`config.mk`:
```
export PLATFORM = sky130hd
export DESIGN_NAME = load_unit
export DESIGN_NICKNAME = d
export VERILOG_FILES = /design/src/rtl/load_unit.sv
export SDC_FILE = /design/constraint.sdc
export NUM_CORES = 1
export LEC_CHECK = 0
export BUFFER_PORTS_ARGS = -buffer_cell sky130_fd_sc_hd__buf_4
export CAP_MARGIN = 40
export CORE_ASPECT_RATIO = 1.5
export CORE_MARGIN = 2
export CORE_UTILIZATION = 40
export CTS_BUF_LIST = sky130_fd_sc_hd__clkbuf_8
export DETAILED_ROUTE_END_ITERATION = 10
export PLACE_DENSITY = 0.82
export SLEW_MARGIN = 20
export SYNTH_ARGS = -nofsm -noshare
export SYNTH_HDL_FRONTEND = slang
export SYNTH_SLANG_ARGS = --single-unit
export TNS_END_PERCENT = 10
```
`constraint.sdc`:
```
create_clock -name clk -period 4 [get_ports clk]
set_input_delay 0.6 -clock clk [delete_from_list [all_inputs] [get_ports clk]]
set_output_delay 0.6 -clock clk [all_outputs]
set_load 0.1 [all_outputs]
```
`src/rtl/load_unit.sv`:
```
// load_unit: sequential load path of the data-memory interface.
//
// On an accepted start the instruction is decoded. A legal load issues a
// doubleword read and waits for mem_valid. The low byte/half/word/doubleword
// of the response is then sign- or zero-extended to 64 bits. A read with no
// response within TIMEOUT cycles is aborted with err. An illegal encoding
// completes immediately with err and issues no memory request.
//
// Ports:
//   clk       in   1   clock, rising edge
//   reset     in   1   synchronous active-high reset
//   start     in   1   single-cycle request, sampled only in IDLE
//   Inst      in  32   instruction (opcode [6:0], funct3 [14:12])
//   mem_valid in   1   memory response valid, MemIn valid in the same cycle
//   MemIn     in  64   doubleword from data memory, addressed data in low lanes
//   mem_rd    out  1   read request, high for the whole of BUSY
//   busy      out  1   high in BUSY and DONE
//   done      out  1   one-cycle completion pulse
//   err       out  1   failure flag, coincident with done
//   Out       out 64   extended load result, held between accesses
module load_unit #(
  parameter int TIMEOUT = 16
) (
  input  logic        clk,
  input  logic        reset,
  input  logic        start,
  input  logic [31:0] Inst,
  input  logic        mem_valid,
  input  logic [63:0] MemIn,
  output logic        mem_rd,
  output logic        busy,
  output logic        done,
  output logic        err,
  output logic [63:0] Out
);

  typedef enum logic [1:0] {
    IDLE = 2'd0,
    BUSY = 2'd1,
    DONE = 2'd2
  } state_t;

  localparam logic [6:0] OPC_LOAD = 7'b0000011;
  // Counter value seen in the last BUSY cycle before the access is aborted.
  localparam logic [7:0] LAST_COUNT = 8'(TIMEOUT - 1);

  state_t      state_reg, state_next;
  logic [7:0]  count_reg, count_next;
  logic [2:0]  funct3_reg, funct3_next;
  logic        mem_rd_reg, mem_rd_next;
  logic        busy_reg, busy_next;
  logic        done_reg, done_next;
  logic        err_reg, err_next;
  logic [63:0] out_reg, out_next;

  // Only the opcode and funct3 fields of the instruction are relevant here.
  logic unused_inst;
  assign unused_inst = ^{Inst[31:15], Inst[11:7]};

  function automatic logic [63:0] extract(input logic [2:0] f3, input logic [63:0] d);
    logic [63:0] r;
    case (f3)
      3'b000:  r = {{56{d[7]}},  d[7:0]};
      3'b001:  r = {{48{d[15]}}, d[15:0]};
      3'b010:  r = {{32{d[31]}}, d[31:0]};
      3'b011:  r = d;
      3'b100:  r = {56'h0, d[7:0]};
      3'b101:  r = {48'h0, d[15:0]};
      3'b110:  r = {32'h0, d[31:0]};
      default: r = d;  // unreachable: 111 never reaches BUSY
    endcase
    return r;
  endfunction

  always_comb begin
    state_next  = state_reg;
    count_next  = count_reg;
    funct3_next = funct3_reg;
    out_next    = out_reg;
    err_next    = 1'b0;

    case (state_reg)
      IDLE: begin
        if (start) begin
          funct3_next = Inst[14:12];
          if (Inst[6:0] == OPC_LOAD && Inst[14:12] != 3'b111) begin
            state_next = BUSY;
            count_next = 8'd0;
          end else begin
            state_next = DONE;
            err_next   = 1'b1;
          end
        end
      end
      BUSY: begin
        // A response in the final BUSY cycle still counts as success.
        if (mem_valid) begin
          out_next   = extract(funct3_reg, MemIn);
          state_next = DONE;
        end else if (count_reg == LAST_COUNT) begin
          state_next = DONE;
          err_next   = 1'b1;
        end else begin
          count_next = count_reg + 8'd1;
        end
      end
      DONE: begin
        state_next = IDLE;
      end
      default: begin
        state_next = IDLE;
      end
    endcase

    // Outputs are registered versions of what the next state implies.
    mem_rd_next = (state_next == BUSY);
    busy_next   = (state_next != IDLE);
    done_next   = (state_next == DONE);
  end

  always_ff @(posedge clk) begin
    if (reset) begin
      state_reg  <= IDLE;
      count_reg  <= 8'd0;
      funct3_reg <= 3'b000;
      mem_rd_reg <= 1'b0;
      busy_reg   <= 1'b0;
      done_reg   <= 1'b0;
      err_reg    <= 1'b0;
      out_reg    <= 64'h0;
    end else begin
      state_reg  <= state_next;
      count_reg  <= count_next;
      funct3_reg <= funct3_next;
      mem_rd_reg <= mem_rd_next;
      busy_reg   <= busy_next;
      done_reg   <= done_next;
      err_reg    <= err_next;
      out_reg    <= out_next;
    end
  end

  assign mem_rd = mem_rd_reg;
  assign busy   = busy_reg;
  assign done   = done_reg;
  assign err    = err_reg;
  assign Out    = out_reg;

endmodule

```
Word level (Yosys, flattened, before mapping)
Index checks and enable logic that the tools add are counted.
- eq/ne operators: 15
- reductions and logical operators: 8
- add/sub/neg operators: 1
- mux-type cells: 16
- operator list (kind ; number):
    64-bit one-hot mux with 6 select lines ; 1
    8-bit two-way mux ; 4
    8-bit one-hot mux with 2 select lines ; 1
    3-bit == test (second input constant) ; 3
    8-bit by 1-bit adder with 8-bit output (second input constant) ; 1
    8-bit by 4-bit == test with 1-bit output (second input constant) ; 1
    2-bit two-way mux ; 4
    2-bit inequality test (second input constant) ; 4
    7-bit by 2-bit == test with 1-bit output (second input constant) ; 1
    5-bit AND reduction ; 1
    2-bit by 1-bit == test with 1-bit output (second input constant) ; 2
    1-bit two-way mux ; 4
    2-bit one-hot mux with 2 select lines ; 1
    2-bit AND reduction ; 2
    2-bit nonzero test ; 2
    3-bit by 1-bit == test with 1-bit output (second input constant) ; 1
    3-bit by 2-bit == test with 1-bit output (second input constant) ; 1
    3-bit logical NOT ; 1
    3-bit inequality test (second input constant) ; 1
    2-bit == test (second input constant) ; 1
    2-bit logical NOT ; 1
    1-bit one-hot mux with 2 select lines ; 1
    1-bit logical AND ; 1
- register bits after elaboration: 81
- input bits: 100
- output and inout port bits: 68

Logic depth before layout (Yosys ltp)
Gate-level depths: netlist (run 1).
- word-level depth: 6
- depth in mapped cells: 6
- depth with buffers taken out: 5

Worst setup path after synthesis (run 1)
OpenSTA, ideal clock, no wires.
- path type: input to register
- start point: input port Inst[5]
- end point: register count_reg[6]
- arrival time: 1585 ps
- data required time: 3884 ps
- stages: 4
- path slack: 2299 ps
- library setup time: 116 ps
- cells stage by stage: nor4b_4 and4_1 o21ai_0 a31o_1
- cells in the longest elaborated chain, start to end: 4
- RTL lines (item ; line ; RTL):
    start: declaration ; 27 ; input logic [31:0] Inst,
    7-bit by 2-bit == test with 1-bit output ; 86 ; if (Inst[6:0] == OPC_LOAD && Inst[14:12] != 3'b111) begin
    1-bit logical AND ; 86 ;
    2-bit inequality test (no line) ; -- ;
    5-bit AND reduction (no line) ; -- ;
    end signal: assignment ; 133 ; count_reg <= count_next;
    end: declaration ; 48 ; logic [7:0] count_reg, count_next;
Every way passes these cells.
A chain may end at the register's enable or synchronous reset.

Worst setup path in the final report (run 1)
- start point: register funct3_reg[1]
- end point: register out_reg[49] (netlist: Out[49])
- cells in the longest elaborated chain, start to end: 2
- elaborated cells between the ends (all ways): 7
- RTL lines (item ; line ; RTL):
    start: declaration ; 49 ; logic [2:0] funct3_reg, funct3_next;
    start signal: assignment ; 134 ; funct3_reg <= funct3_next;
    3-bit == test, or another cell as far along ; 62 ; case (f3)
    64-bit one-hot mux with 6 select lines * ; 62 ;
    end signal: assignment ; 139 ; out_reg <= out_next;
    end: declaration ; 54 ; logic [63:0] out_reg, out_next;
Every way passes the cells marked *; elsewhere a longest branch is shown, timed or not.

==> results of run 1 <==
[routing by layer]
layer  vias up  global-route usage
met3        23              0.0323
li1       1640                   -
met1      1575               0.238
met5         -                   0
met4         0               0.124
met2       116               0.368
[cells by family after synthesis]
group,synth area share
simple gates,0.141
fa+ha+maj,0.00384
compound gates,0.290
buf+inv,0.0423
mux,0.0246
flops,0.498
[Yosys cell counts, types with 2 or more instances]
| cell | count | area share |
|---|---|---|
| clkbuf_1 | 22 | 0.025 |
| a211oi_1 | 3 | 0.0069 |
| buf_1 | 2 | 0.0023 |
| and2_1 | 2 | 0.0038 |
| nand2b_1 | 5 | 0.0096 |
| buf_2 | 5 | 0.0077 |
| dfxtp_1 | 81 | 0.50 |
| nand3_1 | 6 | 0.0092 |
| o21ai_0 | 62 | 0.095 |
| nor2_1 | 8 | 0.0092 |
| nand2_1 | 49 | 0.056 |
| nor3_1 | 4 | 0.0061 |
| a21oi_1 | 102 | 0.16 |
| mux2i_1 | 8 | 0.025 |
[power groups by stage]
stage | registers [mW] | logic, mW | clock network, mW
after global routing | 0.820 | 0.158 | 0.578
after global placement | 0.837 | 0.138 | 0
after detailed placement | 0.838 | 0.146 | 0
after CTS | 0.818 | 0.146 | 0.544
final | 0.818 | 0.147 | 0.526
after floorplan | 0.851 | 0.0517 | 0
[layout by cell type (no fill, tap or decap), drive strengths merged, types with 2 or more instances in the layout]
cell type / n
dfxtp: 81
nor2: 8
nand2: 49
a211oi: 4
inv: 2
clkbuf: 10
o21ai: 62
nand4: 2
nor3b: 3
clkinv: 4
a21o: 2
nor3: 4
a21oi: 102
buf: 151
nand3: 6
mux2i: 8
and2: 2
nand2b: 5
[cell type report]
type	instances	area [um^2]	share of cell area
Timing Repair Buffer	151	1170	0.255
Multi-Input combinational cell	275	1500	0.326
Clock inverter	6	35.0	0.00762
Sequential cell	81	1620	0.353
Inverter	1	3.75	0.000816
Tap cell	105	131	0.0286
Clock buffer	10	138	0.0299
[worst max-delay path: cells and delay by family, from the launching register on]
kind | cells | cell delay, ns
compound gates | 2 | 0.17
mux | 1 | 0.25
buf+inv | 1 | 0.25
simple gates | 1 | 0.48
flops | 1 | 0.81
[worst max-delay path by stage]
stage / from / endpoint / slack, ns / cells past startpoint
after floorplan: Inst[5] / count_reg[6] / 2.30 / 4
after global placement: funct3_reg[1] / Out[62] / 1.73 / 4
after detailed placement: funct3_reg[1] / Out[49] / 1.93 / 5
after CTS: funct3_reg[1] / Out[49] / 1.93 / 5
after global routing: funct3_reg[1] / Out[63] / 1.71 / 5
final: funct3_reg[1] / Out[49] / 1.93 / 5
==> impl_metrics.py, run 1 <==
metrics = {
    "cells_and_area": {
        "n_antenna_cell": 0,
        "drive_above_1_share": 0.334,
        "num-nets-final": 620,
        "area_growth_pct": 41.3,
        "final-instance-count-excl-fill": 629,
        "largest_reg_flops": 64,
        "fillers": 717,
        "fin_util": 0.578,
        "final_area_um2": 4600,
    },
    "power_and_ir_drop": {
        "intPower_mw": 1.12,
        "p_leak_nw": 2.04,
        "ir_drop_v": 0.000225,
        "total_power_mw": 1.49,
        "switchingPower_mw": 0.371,
        "p_per_area_nw_per_um2": 324,
        "power.share.clock": 0.353,
        "pwr-share-comb": 0.098,
        "swShare": 0.249,
        "sequentialPowerShare": 0.549,
    },
    "status": {
        "outcome": "complete, no violations",
    },
    "floorplan": {
        "dieArea_um2": 8890,
        "chipHeight_um": 114,
        "die_w_um": 77.7,
        "fp.coreArea_um2": 7960,
        "initial_utilization": 0.409,
        "io_pins": 168,
        "num_rows": 40,
    },
    "placed_design": {
        "gp_congestion": 0.800,
        "placedCellCount": 613,
        "post-dp-hpwl_um": 6650,
        "dp_slack_ns": 1.93,
        "placed_area_um2": 4430,
        "io_buffers": 145,
    },
    "synthesis": {
        "syn_nets": 489,
        "synth_edf_count": 0,
        "yosysWarnings": 0,
        "synth_cell_types": 43,
        "syn_avg_cell_area_um2": 8.39,
        "synthCells": 388,
        "syn_area_um2": 3260,
        "ys.flop_type": "dfxtp_1",
        "synth-seq-cells": 81,
        "async_reset_ff_frac": 0,
        "seq_area_frac_synth": 0.498,
    },
    "cts": {
        "post_cts_buffers": 0,
        "clk_latency_ns": 0.36,
        "cts_resized": 0,
        "clockRootBuffer": "clkbuf_8",
        "cts_tree": "built",
        "clkSinkCount": 81,
        "cts_buffers": 9,
        "cts.path.max_buffers": 2,
        "h-tree-depth": 3,
        "clk_pin_slew_ns": 0.07,
        "holdBufCountCts": 0,
    },
    "timing": {
        "tightest_slew_ns": 0.750,
        "rsz0062_at_grt": "false",
        "max_slew_margin": 0.499,
        "fmax_ghz": 0.482,
        "drv_slew": 0,
        "period_needed_ns": 2.07,
        "fin_crit_sh": 0.518,
        "setup_viol": 0,
        "skew_ns": 0.00934,
        "worst_slack_ns": 1.93,
        "tns_ns": 0,
        "hold_viol_final": 0,
        "hold_slack_ns": 0.460,
    },
    "worst_setup_path": {
        "critPathArrivalTime_ns": 2.31,
        "cpPeakStageDelay_ns": 0.81,
        "cp-start-kind": "flip-flop",
        "crit_fanout": 23,
        "reg2reg_depth": 5,
        "r2r_end": "Out[49]",
        "cp.required_ns": 4.24,
        "rr_startpoint": "funct3_reg[1]",
        "path_class": "flip-flop to flip-flop",
        "path_cells": "mux2i_1, o21ai_0, nand2b_1, buf_8, a21oi_1",
        "regToRegSetupSlack_ns": 1.93,
        "slowest_stage": "dfxtp_1",
        "crit_path_end_kind": "flip-flop",
    },
    "detailed_routing": {
        "drt-pass1-iter-count": 4,
        "drc": 0,
        "dr_wl_met2_um": 4970,
        "vias": 3354,
        "wl_met1_um": 3610,
        "antenna_left": 0,
        "totalWireLength_um": 9330,
        "drt-initial-drc-count": 209,
        "wl_per_cell_um": 14.8,
        "vias_per_cell": 5.33,
        "dr.max_layer_used": "met4",
        "wl_met3_um": 437,
    },
    "job": {
        "max_cap_violations": 0,
    },
    "global_route": {
        "grtUsageTotal": 0.210,
        "grt_pass1_vias": 3181,
        "antenna_found_initial": 0,
        "grt_pass1_wl_um": 15000,
        "grt_max_degree": 53,
        "grt_overflow_total": 0,
    },
    "min_path": {
        "min_from": "Out[6]",
        "hold_class": "flip-flop to flip-flop",
        "hold_depth": 2,
        "whs_endpoint": "Out[6]",
    },
}
Power figures use the tool's default switching activity.
==> run 2, diff against run 1 <==
--- a/config.mk
+++ b/config.mk
@@ -5,6 +5,7 @@
 export SDC_FILE = /design/constraint.sdc
 export NUM_CORES = 1
 export LEC_CHECK = 0
+export ABC_AREA = 1
 export BUFFER_PORTS_ARGS = -buffer_cell sky130_fd_sc_hd__buf_4
 export CAP_MARGIN = 40
 export CORE_ASPECT_RATIO = 1.5
@@ -12,7 +13,7 @@
 export CORE_UTILIZATION = 40
 export CTS_BUF_LIST = sky130_fd_sc_hd__clkbuf_8
 export DETAILED_ROUTE_END_ITERATION = 10
-export PLACE_DENSITY = 0.82
+export PLACE_DENSITY = 0.84
 export SLEW_MARGIN = 20
 export SYNTH_ARGS = -nofsm -noshare
 export SYNTH_HDL_FRONTEND = slang
==> constraint.sdc (replaced) <==
create_clock -name clk -period 1.8 [get_ports clk]
set_input_delay 0.27 -clock clk [delete_from_list [all_inputs] [get_ports clk]]
set_output_delay 0.27 -clock clk [all_outputs]
set_load 0.1 [all_outputs]
==> impl_metrics.py, run 2 <==
metrics = {
    "global_route": {
        "grtUsageMet2": 0.376,
        "grt_pass1_wl_um": 16100,
        "grt_pass1_vias": 3491,
        "antenna_found_initial": 0,
        "grtUsageTotal": 0.214,
        "grt.busiest_layer": "met2",
        "grt_max_degree": 41,
        "use_met3": 0.0452,
        "grt_overflow_total": 0,
        "grt_util_met1": 0.238,
    },
    "cts": {
        "cts_resized": 0,
        "clockRootBuffer": "clkbuf_8",
        "cts_buffers": 9,
        "post_cts_buffers": 0,
        "clk_latency_ns": 0.35,
        "holdBufCountCts": 0,
        "h-tree-depth": 3,
        "clkSinkCount": 81,
        "clk_pin_slew_ns": 0.07,
        "cts_tree": "built",
        "cts.path.max_buffers": 2,
    },
    "floorplan": {
        "chipHeight_um": 118,
        "num_rows": 41,
        "fp.coreArea_um2": 8410,
        "die_w_um": 80.0,
        "initial_utilization": 0.412,
        "dieArea_um2": 9450,
        "io_pins": 168,
    },
    "synthesis": {
        "synth_largest_area_cell": "dfxtp_1",
        "synth.most_common_cell": "dfxtp_1",
        "seq_area_frac_synth": 0.467,
        "syn_avg_cell_area_um2": 7.96,
        "synth-seq-cells": 81,
        "ys.flop_type": "dfxtp_1",
        "async_reset_ff_frac": 0,
        "synthCells": 436,
        "synth_area_leaders": "dfxtp_1 47%, a21oi_1 7.8%, nand2_1 7.1%, o21ai_1 6.9%, a31oi_1 6.0%",
        "synth.top_cell.area_share": 0.467,
        "yosysWarnings": 0,
        "synth_cell_types": 32,
        "synth_edf_count": 0,
        "syn_nets": 537,
        "syn_area_um2": 3470,
        "yosys-top-cells-count": "81 x dfxtp_1, 66 x nand2_1, 54 x a21oi_1",
    },
    "timing": {
        "tightest_slew_ns": 0.508,
        "period_needed_ns": 1.61,
        "setup_viol": 0,
        "tns_ns": 0,
        "drv_slew": 0,
        "hold_viol_final": 0,
        "fmax_ghz": 0.623,
        "fin_crit_sh": 0.892,
        "max_slew_margin": 0.661,
        "skew_ns": 0.00537,
        "rsz0062_at_grt": "false",
    },
    "worst_setup_path": {
        "path_class": "flip-flop to flip-flop",
        "cp-start-kind": "flip-flop",
        "startpoint": "count_reg[0]",
        "crit_path_end_kind": "flip-flop",
        "crit_fanout": 12,
        "rr_startpoint": "count_reg[0]",
        "cp.required_ns": 2.09,
        "critPathArrivalTime_ns": 1.90,
    },
    "cells_and_area": {
        "fillers": 761,
        "fin_util": 0.573,
        "drive_above_1_share": 0.350,
        "final-instance-count-excl-fill": 681,
        "layout_common_cells": "157 x buf_4, 80 x dfxtp_1, 66 x nand2_1",
        "multiInputGateArea_um2": 1530,
        "area_growth_pct": 38.9,
        "n_antenna_cell": 0,
        "seq_area_um2": 1620,
        "largest_reg_flops": 64,
        "layout_commonest_cell": "buf_4",
        "num-nets-final": 670,
    },
    "placed_design": {
        "gp_congestion": 0.838,
        "io_buffers": 145,
        "placedCellCount": 665,
        "post-dp-hpwl_um": 7090,
    },
    "power_and_ir_drop": {
        "p_per_area_nw_per_um2": 756,
        "swShare": 0.233,
        "intPower_mw": 2.79,
        "power.share.clock": 0.398,
        "pwr-share-comb": 0.104,
        "p_leak_nw": 2.20,
        "sequentialPowerShare": 0.498,
        "ir_drop_v": 0.000385,
        "switchingPower_mw": 0.850,
        "total_power_mw": 3.64,
    },
    "detailed_routing": {
        "antenna_left": 0,
        "vias_per_cell": 5.19,
        "drt-initial-drc-count": 231,
        "wl_per_cell_um": 14.6,
        "vias": 3537,
        "drc": 0,
        "totalWireLength_um": 9970,
        "drt-pass1-iter-count": 4,
    },
    "status": {
        "outcome": "complete, no violations",
    },
    "min_path": {
        "hold_class": "input pin to flip-flop",
        "min_from": "Inst[12]",
    },
    "job": {
        "max_cap_violations": 0,
    },
}
run 2: cell count changes after synthesis, moves of 7 or more:
cell / delta
a21oi_1: -48
a21oi_2: +14
a31oi_1: +33
buf_6: +7
inv_1: +22
mux2i_1: -8
nand2_1: +17
nor2_1: +20
o21ai_0: -46
o21ai_1: +48
run 2: cells by family after synthesis:
family	count (synthesis)	share of synthesized area
compound gates	175	0.287
fa+ha+maj	1	0.00361
buf+inv	63	0.0909
flops	81	0.467
simple gates	116	0.151
run 2: layout make-up:
class / count / share of cell area
flip-flops and latches: 81 / 0.337
multi-input cells: 292 / 0.318
repair buffers: 158 / 0.249
clock buffers: 14 / 0.0400
well taps: 107 / 0.0278
inverters: 27 / 0.0216
clock inverters: 2 / 0.00701
run 2: through the flow:
| stage | area (um^2) | setup slack [ns] | hold slack [ns] |
|---|---|---|---|
| 2_1_floorplan | 3470 | 0.418 | 0.405 |
| 3_5_place_dp | 4590 | 0.247 | 0.460 |
| 3_3_place_gp | 4590 | 0.278 | 0.454 |
| 6_report | 4820 | 0.195 | 0.148 |
| 4_1_cts | 4820 | 0.214 | 0.135 |
| 5_1_grt | 4820 | 0.0238 | 0.175 |
run 2: per-layer routing:
| layer | share of wire | wire (um) |
|---|---|---|
| met1 | 0.40 | 3950 |
| met2 | 0.51 | 5070 |
| met3 | 0.069 | 693 |
| met4 | 0.026 | 262 |
| met5 | 0 | 0 |
run 2: power by group through the flow:
stage          Clock [mW]  Sequential [mW]  Combinational [mW]
2_1_floorplan           0             1.89               0.154
3_3_place_gp            0             1.86               0.369
3_5_place_dp            0             1.86               0.376
4_1_cts              1.48             1.82               0.377
5_1_grt              1.54             1.82               0.410
6_report             1.45             1.82               0.379
run 2: final timing paths:
kind,endpoint,slack [ns],cells after the start
max,count_reg[0],0.19,7
max reg2reg,count_reg[0],0.19,7
min reg2reg,Out[5],0.47,2
min,funct3_reg[0],0.15,3
run 2: critical path: stages, from the launching register on:
cell and delay (ns):
dfxtp_1 0.39, ha_1 0.24, nand3_2 0.12, o21ai_2 0.29, nand2_2 0.22, inv_1 0.14, nor2_1 0.05, nor2_1 0.09
==> run 3, diff against run 2 <==
--- a/config.mk
+++ b/config.mk
@@ -10,10 +10,10 @@
 export CAP_MARGIN = 40
 export CORE_ASPECT_RATIO = 1.5
 export CORE_MARGIN = 2
-export CORE_UTILIZATION = 40
+export CORE_UTILIZATION = 43
 export CTS_BUF_LIST = sky130_fd_sc_hd__clkbuf_8
 export DETAILED_ROUTE_END_ITERATION = 10
-export PLACE_DENSITY = 0.84
+export PLACE_DENSITY = 0.88
 export SLEW_MARGIN = 20
 export SYNTH_ARGS = -nofsm -noshare
 export SYNTH_HDL_FRONTEND = slang
==> impl_metrics.py, run 3 (synthesis results as in run 2) <==
metrics = {
    "cells_and_area": {
        "largest_reg_flops": 64,
        "fillers": 741,
        "final-instance-count-excl-fill": 677,
        "n_antenna_cell": 0,
        "num-nets-final": 669,
        "area_growth_pct": 36.7,
        "fin_util": 0.600,
        "drive_above_1_share": 0.346,
        "layout_common_cells": "156 x buf_4, 80 x dfxtp_1, 66 x nand2_1",
        "layout_commonest_cell": "buf_4",
    },
    "floorplan": {
        "fp.coreArea_um2": 7910,
        "io_pins": 168,
        "num_rows": 40,
        "dieArea_um2": 8820,
        "chipHeight_um": 114,
        "initial_utilization": 0.439,
        "die_w_um": 77.3,
    },
    "worst_setup_path": {
        "crit_path_end_kind": "flip-flop",
        "crit_fanout": 14,
        "crit_family": "simple AND/OR/NAND/NOR gates",
        "cp.required_ns": 2.04,
        "slowest_stage": "dfxtp_1",
        "cpPeakStageDelay_ns": 0.42,
        "crit_buf_inv": 3,
        "path_cells": "nand2_4, inv_4, nand2_8, inv_2, and2_1, nand2_1, o211ai_1, inv_1",
        "path_class": "flip-flop to flip-flop",
        "critPathArrivalTime_ns": 1.83,
        "cp-start-kind": "flip-flop",
    },
    "global_route": {
        "grt_max_degree": 46,
        "grt_pass1_vias": 3429,
        "grt_pass1_wl_um": 15700,
        "grtUsageTotal": 0.223,
        "grt_overflow_total": 0,
        "antenna_found_initial": 0,
    },
    "timing": {
        "period_needed_ns": 1.59,
        "drv_slew": 0,
        "skew_ns": 0.00748,
        "worst_slack_ns": 0.212,
        "tns_ns": 0,
        "hold_viol_final": 0,
        "tightest_slew_ns": 0.509,
        "max_slew_margin": 0.660,
        "rsz0062_at_grt": "false",
        "fmax_ghz": 0.630,
        "setup_viol": 0,
        "fin_crit_sh": 0.882,
    },
    "placed_design": {
        "gp_congestion": 0.807,
        "post-dp-hpwl_um": 7130,
        "placedCellCount": 662,
        "io_buffers": 145,
        "dp_slack_ns": 0.226,
    },
    "cts": {
        "clk_latency_ns": 0.34,
        "clk_pin_slew_ns": 0.07,
        "post_cts_buffers": 0,
        "cts.path.max_buffers": 2,
        "clockRootBuffer": "clkbuf_8",
        "holdBufCountCts": 0,
        "cts_buffers": 9,
        "clkSinkCount": 81,
        "h-tree-depth": 3,
        "cts_resized": 0,
        "cts_tree": "built",
    },
    "power_and_ir_drop": {
        "p_per_area_nw_per_um2": 698,
        "p_leak_nw": 2.17,
        "ir_drop_v": 0.000421,
        "total_power_mw": 3.31,
    },
    "detailed_routing": {
        "wl_per_cell_um": 14.4,
        "drt-pass1-iter-count": 4,
        "totalWireLength_um": 9750,
        "antenna_left": 0,
        "vias": 3569,
        "drt-initial-drc-count": 219,
        "vias_per_cell": 5.27,
        "drc": 0,
    },
    "min_path": {
        "hold_class": "input pin to flip-flop",
    },
    "job": {
        "max_cap_violations": 0,
    },
    "status": {
        "outcome": "complete, no violations",
    },
}
-- run 3: metal layers --
layer / track usage / routed length, um / up-vias
met5: 0 / 0 / -
met4: 0.114 / 298 / 0
met3: 0.0459 / 529 / 25
met2: 0.390 / 5030 / 129
met1: 0.255 / 3890 / 1651
li1: - / - / 1764
-- run 3: final cells by class --
cell class,instances,area (um^2),area share
repair buffers,157,1190,0.251
flip-flops and latches,81,1620,0.342
multi-input cells,292,1530,0.323
well taps,105,131,0.0277
inverters,27,104,0.0219
clock buffers,10,138,0.0290
clock inverters,5,25.0,0.00527
-- run 3: final timing paths --
path,start,endpoint,slack (ns),cells after the start
worst max-delay path,state_reg[0],Out[13],0.21,8
worst min-delay path,Inst[12],funct3_reg[0],0.18,3
worst max register to register,state_reg[0],Out[13],0.21,8
worst min register to register,Out[4],Out[4],0.48,2
-- run 3: worst register-to-register path: stages, from the launching register on --
cell      delay [ns]
dfxtp_1         0.42
nand2_4         0.11
inv_4           0.11
nand2_8         0.10
inv_2           0.19
and2_1          0.30
nand2_1         0.09
o211ai_1        0.09
inv_1           0.06
-- run 3: report_power, final --
group	leakage (nW)	switching [mW]	internal (mW)	total [mW]
Combinational	1.43	0.213	0.160	0.373
Clock	0.0905	0.606	0.516	1.12
Sequential	0.654	0.0126	1.80	1.82
Total	2.17	0.832	2.48	3.31
-- run 3: metrics by stage --
step | hold WS, ns | instance area, um^2
after floorplan | 0.405 | 3470
after global placement | 0.453 | 4580
after detailed placement | 0.465 | 4580
after CTS | 0.151 | 4740
after global routing | 0.167 | 4740
final | 0.175 | 4740
